### src/rtl/mmio_pkg.sv
// Shared types and encodings for the MMIO peripheral bridge.
package mmio_pkg;

  typedef enum logic [1:0] {
    IDLE  = 2'd0,
    CHECK = 2'd1,
    ISSUE = 2'd2,
    RESP  = 2'd3
  } state_e;

  // RISC-V load/store funct3 encodings.
  localparam logic [2:0] LB  = 3'b000;
  localparam logic [2:0] LH  = 3'b001;
  localparam logic [2:0] LW  = 3'b010;
  localparam logic [2:0] LBU = 3'b100;
  localparam logic [2:0] LHU = 3'b101;
  localparam logic [2:0] SB  = 3'b000;
  localparam logic [2:0] SH  = 3'b001;
  localparam logic [2:0] SW  = 3'b010;

  // Peripheral transfer size encodings.
  localparam logic [2:0] SZ_B = 3'd0;
  localparam logic [2:0] SZ_H = 3'd1;
  localparam logic [2:0] SZ_W = 3'd2;
  localparam logic [2:0] SZ_D = 3'd3;

  // Reserved funct3 values, plus unsigned variants that only exist for loads.
  function automatic logic f3_illegal(input logic [2:0] f3, input logic we);
    return (f3 == 3'b011) || (f3 == 3'b110) || (f3 == 3'b111) ||
           (we && ((f3 == LBU) || (f3 == LHU)));
  endfunction

  // Halves need bit 0 clear, words need bits 1:0 clear.
  function automatic logic misaligned(input logic [2:0] f3, input logic [1:0] a);
    return ((f3[1:0] == SZ_H[1:0]) && a[0]) ||
           ((f3[1:0] == SZ_W[1:0]) && (a != 2'b00));
  endfunction

  // Keep only the bytes the store actually writes; the rest go out as zero.
  function automatic logic [31:0] store_justify(input logic [2:0] f3, input logic [31:0] d);
    case (f3[1:0])
      2'b00:   return {24'b0, d[7:0]};
      2'b01:   return {16'b0, d[15:0]};
      default: return d;
    endcase
  endfunction

endpackage

### src/rtl/mmio_load_ext.sv
// Combinational sign/zero extension of right-justified peripheral load data.
module mmio_load_ext
  import mmio_pkg::*;
(
  input  logic [31:0] data_i,
  input  logic [2:0]  funct3_i,
  output logic [31:0] data_o
);

  // Select the extension rule from the load funct3.
  always_comb begin
    // NOTE: the output is assigned before the case so no funct3 value can infer a latch.
    data_o = data_i;
    case (funct3_i)
      LB:      data_o = {{24{data_i[7]}}, data_i[7:0]};
      LH:      data_o = {{16{data_i[15]}}, data_i[15:0]};
      LBU:     data_o = {24'b0, data_i[7:0]};
      LHU:     data_o = {16'b0, data_i[15:0]};
      default: data_o = data_i;
    endcase
  end

endmodule

### src/rtl/mmio_bridge.sv
// Core-side MMIO initiator: window decode, alignment/funct3 checks, timed
// peripheral handshake and extended single-cycle response.
module mmio_bridge
  import mmio_pkg::*;
#(
  parameter logic [31:0] BASE_ADDR   = 32'h0200_0000,
  parameter int          WINDOW_BITS = 16,
  parameter int          TIMEOUT     = 255
) (
  input  logic                   clk,
  input  logic                   reset_n,
  input  logic                   cpu_valid,
  input  logic [31:0]            cpu_addr,
  input  logic [31:0]            cpu_wdata,
  input  logic                   cpu_we,
  input  logic [2:0]             cpu_funct3,
  output logic                   cpu_ready,
  output logic                   cpu_rsp_valid,
  output logic [31:0]            cpu_rdata,
  output logic                   cpu_err,
  output logic                   req_valid,
  output logic [WINDOW_BITS-1:0] req_addr,
  output logic [63:0]            req_wdata,
  output logic                   req_we,
  output logic [2:0]             req_size,
  input  logic                   req_ready,
  input  logic [63:0]            req_rdata
);

  localparam int CNT_W = (TIMEOUT < 1) ? 1 : $clog2(TIMEOUT + 1);
  localparam logic [CNT_W-1:0] CNT_MAX = CNT_W'(TIMEOUT);

  state_e            state_q, state_d;
  logic [31:0]       addr_q, addr_d;
  logic [31:0]       wdata_q, wdata_d;
  logic              we_q, we_d;
  logic [2:0]        funct3_q, funct3_d;
  logic [CNT_W-1:0]  cnt_q, cnt_d;
  logic [31:0]       rdata_q, rdata_d;
  logic              err_q, err_d;

  logic [31:0]       ext_data;
  logic              window_hit;
  logic              unused_rdata_hi;

  // Upper half of the peripheral read bus is never used; 64-bit registers
  // are read as two word accesses.
  assign unused_rdata_hi = ^req_rdata[63:32];

  mmio_load_ext u_load_ext (
    .data_i   (req_rdata[31:0]),
    .funct3_i (funct3_q),
    .data_o   (ext_data)
  );

  assign window_hit = (addr_q[31:WINDOW_BITS] == BASE_ADDR[31:WINDOW_BITS]);

  // Next-state and datapath update for the IDLE/CHECK/ISSUE/RESP sequence.
  always_comb begin
    state_d  = state_q;
    addr_d   = addr_q;
    wdata_d  = wdata_q;
    we_d     = we_q;
    funct3_d = funct3_q;
    cnt_d    = cnt_q;
    rdata_d  = rdata_q;
    err_d    = err_q;
    case (state_q)
      IDLE: begin
        if (cpu_valid) begin
          addr_d   = cpu_addr;
          wdata_d  = cpu_we ? store_justify(cpu_funct3, cpu_wdata) : 32'b0;
          we_d     = cpu_we;
          funct3_d = cpu_funct3;
          state_d  = CHECK;
        end
      end
      CHECK: begin
        if (!window_hit || misaligned(funct3_q, addr_q[1:0]) || f3_illegal(funct3_q, we_q)) begin
          err_d   = 1'b1;
          rdata_d = '0;
          state_d = RESP;
        end else begin
          cnt_d   = '0;
          state_d = ISSUE;
        end
      end
      ISSUE: begin
        if (cnt_q == CNT_MAX) begin
          // Peripheral stalled too long: abandon the request and fault.
          err_d   = 1'b1;
          rdata_d = '0;
          state_d = RESP;
        end else if (req_ready) begin
          err_d   = 1'b0;
          rdata_d = we_q ? 32'b0 : ext_data;
          state_d = RESP;
        end else begin
          cnt_d = cnt_q + CNT_W'(1);
        end
      end
      RESP: begin
        // Response fields are only non-zero during the pulse itself.
        err_d   = 1'b0;
        rdata_d = '0;
        state_d = IDLE;
      end
      default: state_d = IDLE;
    endcase
  end

  // State and datapath registers with asynchronous active-low reset.
  always_ff @(posedge clk or negedge reset_n) begin
    if (!reset_n) begin
      state_q  <= IDLE;
      addr_q   <= '0;
      wdata_q  <= '0;
      we_q     <= 1'b0;
      funct3_q <= '0;
      cnt_q    <= '0;
      rdata_q  <= '0;
      err_q    <= 1'b0;
    end else begin
      // NOTE: non-blocking assignments make every flop load its pre-edge value.
      state_q  <= state_d;
      addr_q   <= addr_d;
      wdata_q  <= wdata_d;
      we_q     <= we_d;
      funct3_q <= funct3_d;
      cnt_q    <= cnt_d;
      rdata_q  <= rdata_d;
      err_q    <= err_d;
    end
  end

  assign cpu_ready     = (state_q == IDLE);
  assign cpu_rsp_valid = (state_q == RESP);
  assign cpu_rdata     = rdata_q;
  assign cpu_err       = err_q;
  assign req_valid     = (state_q == ISSUE);
  assign req_addr      = addr_q[WINDOW_BITS-1:0];
  assign req_wdata     = {32'b0, wdata_q};
  assign req_we        = we_q;
  assign req_size      = {1'b0, funct3_q[1:0]};

endmodule

### config.mk
export PLATFORM = sky130hd
export DESIGN_NAME = mmio_bridge
export DESIGN_NICKNAME = d
export VERILOG_FILES = /design/src/rtl/mmio_pkg.sv /design/src/rtl/mmio_load_ext.sv /design/src/rtl/mmio_bridge.sv
export SDC_FILE = /design/constraint.sdc
export NUM_CORES = 1
export LEC_CHECK = 0
export BUFFER_PORTS_ARGS = -buffer_cell sky130_fd_sc_hd__buf_2
export CAP_MARGIN = 0
export CORE_ASPECT_RATIO = 0.5
export CORE_MARGIN = 4
export CORE_UTILIZATION = 46
export DETAILED_ROUTE_END_ITERATION = 12
export GPL_ROUTABILITY_DRIVEN = 0
export PLACE_DENSITY = 0.8
export REMOVE_ABC_BUFFERS = 1
export SETUP_SLACK_MARGIN = 0.4
export SYNTH_ARGS = -nofsm -noshare
export SYNTH_HDL_FRONTEND = slang
export SYNTH_SLANG_ARGS = --single-unit
### constraint.sdc
create_clock -name clk -period 2.4 [get_ports clk]
set_input_delay 0.24 -clock clk [delete_from_list [all_inputs] [get_ports clk]]
set_output_delay 0.24 -clock clk [all_outputs]
set_load 0.02 [all_outputs]
==> results.cfg <==
[setup_path]
cp_max_fo = 7
worstPathRequired_ns = 2.63
path_cells = or4_4 -> a21oi_4 -> a31oi_4 -> buf_6 -> or2_4 -> a211o_1
reg2reg_slack_ns = 0.37
r2r-start = addr_q[18]
crit_path_max_incr_delay_ns = 0.56
endpoint_kind = flip-flop
crit_type = reg2reg
cp-start-kind = flip-flop
critPathArrivalTime_ns = 2.26
worst_r2r_path_depth = 6
worst_r2r_endpoint = cnt_q[5]
slowest_stage = or4_4

[logic_synthesis]
ys.flop_type = dfrtp_1
ys_warn_count = 0
ys_types = 45
synth_area_leader_cell = dfrtp_1
synth_fa_ha_area_frac = 0.0121
syn_avg_cell_area_sq_um = 11.3
synth_edf_count = 0
async_reset_ff_frac = 1.00
synth_seq_cells = 111
synth-compound-area-share = 0.116
synth_xor_area_frac = 0
yosys-top-cells-area = dfrtp_1, buf_4, mux2_2
netlist.area_leader.share = 0.536
synth_mux_area_frac = 0.143
synth_top_family_by_area = multiplexers
yosys.area_share.simple = 0.0725
synth_cells = 459
ys_seq_area_frac = 0.536
synth_area_sq_um = 5180

[sta]
relSlewSlack = 0.657
final-setup-viol-count = 0
report.final.slew_viol_count = 0
rsz0062_at_grt = yes
tightest_slew_ns = 0.514
finalHoldViolCount = 0
fin_worst_skew_ns = 0.00573
fmax_mhz = 493
min_period_over_period = 0.846
min_period_ns = 2.03

[place]
numPortBuffers = 190
dpl.hpwl_mm = 8.97

[clock_network]
clk_pin_slew_ns = 0.07
clockBufferDepth = 2
numCtsBuffers = 9
cts_tree = built
cts_root_buf = clkbuf_16
clock_sinks = 111
clock_latency_ns = 0.35
h-tree-depth = 3

[floorplan]
core_area_sq_um = 11000
die_area_sq_um = 13100
rows = 27
fp.dieH_microns = 83.0
start_util = 0.472
io_pins = 256
die_w_microns = 158

[global_routing]
antenna_found_initial = 0
grtUsageMet1 = 0.212
grt.total_usage = 0.182
grt_max_degree = 51
grt_util_met2 = 0.331
grt_pass1_vias = 3918
use_met3 = 0.0442
overflow = 0
grt.busiest_layer = met2
grt_first_pass_wirelength_mm = 19.3

[outcome]
status = complete, no violations

[drt]
viasPerCell = 4.97
drt_wl_total_mm = 12.5
drt-initial-drc-count = 255
drt_pass1_iterations = 4
ant_nets = 0
drc = 0
vias = 3948
wl_per_cell_microns = 15.7

[hold_path]
holdPathStages = 2
min_path_type = in2reg
hold_end = wdata_q[14]
hold_start = cpu_wdata[14]

[power_and_ir_drop]
ir_drop_uv = 529
finalPower_mw = 9.14
power.density_nw_per_um2 = 1390
p_leak_nw = 3.42

[cells_and_area]
n_antenna_cell = 0
fin_nets = 786
layout-drive-gt1-share = 0.445
final_cell_mix = buf_2, dfrtp_1, nand2_1
fill_cells = 887
final_core_util = 0.600
synthToLayoutAreaGrowth_pct = 27.2
final_common_cell = buf_2

[run]
maxCapViolations = 0
[cell usage after synthesis, types with 5 or more instances]
library cell / number
nor2_1: 7
o21ai_1: 17
clkbuf_1: 15
ha_1: 5
buf_4: 51
mux2_4: 5
dfrtp_1: 111
a21oi_1: 13
a22o_1: 24
mux2i_1: 25
nand2_1: 35
o21ai_0: 25
inv_1: 30
mux2_2: 34
nand3_1: 5
[power by group]
| group | leakage, nW | internal (mW) | switching (mW) | total (mW) |
|---|---|---|---|---|
| Clock | 0.135 | 0.807 | 0.676 | 1.48 |
| Combinational | 1.85 | 1.90 | 2.53 | 4.43 |
| Sequential | 1.44 | 2.71 | 0.511 | 3.22 |
[critical path, delay by kind of cell (launching register included)]
family          cells  cell delay, ns
buf+inv             1            0.15
simple gates        2            0.83
flops               1            0.38
compound gates      3            0.55
[worst max path at each step]
stage | start | endpoint | cells after the start
after floorplan | funct3_q[1] | cpu_rdata[10] | 5
after global placement | addr_q[18] | cnt_q[5] | 6
after detailed placement | addr_q[18] | cnt_q[5] | 6
after CTS | addr_q[20] | cnt_q[5] | 6
after global routing | addr_q[18] | cnt_q[5] | 6
final | addr_q[18] | cnt_q[5] | 6
[cells by family (layout without fill, tap and decap cells)]
family,after synthesis,after routing
fa+ha+maj,5,5
simple gates,76,76
compound gates,93,94
buf+inv,106,263
flops,111,111
other cells,1,33
mux,67,67
[state kept, by name, summed over array words and instances (netlist names)]
signal,cells
cpu_rdata,32
cnt_q,8
cpu_err,1
req_we,1
addr_q,32
state_q,2
wdata_q,32
funct3_q,3
[routing by layer]
layer | wire, microns | vias up
met5 | 0 | -
met4 | 284 | 0
met3 | 694 | 24
met2 | 6500 | 141
met1 | 4990 | 1913
li1 | - | 1870
[area by class of cell]
cell class,instances,area (sq um),area share
sequential,111,2780,0.422
tap,145,181,0.0275
timing repair buffer,217,1230,0.187
multi-input combinational,275,1990,0.303
inverter,31,116,0.0177
clock inverter,5,58.8,0.00893
clock buffer,10,229,0.0348
[timing repair]
action,in CTS,in global routing
hold buffers,1,0
pin swaps,4,8
endpoints found under the setup margin,37,89
cloned,0,2
hold endpoints to repair,36,0
setup buffers,3,5
gates resized for setup,9,14
[stage by stage]
step,hold WS (ns),instance area [sq um],setup TNS (ns),std cells,setup WS [ns]
floorplan,-0.0556,4800,-24.71,416,-0.754
global placement,0.240,6090,0,768,0.304
detailed placement,0.251,6090,0,768,0.235
CTS,0.102,6470,0,787,0.396
global route,0.0994,6590,0,794,0.330
finish,0.109,6590,0,794,0.370
(Power assumes the default switching activity.)
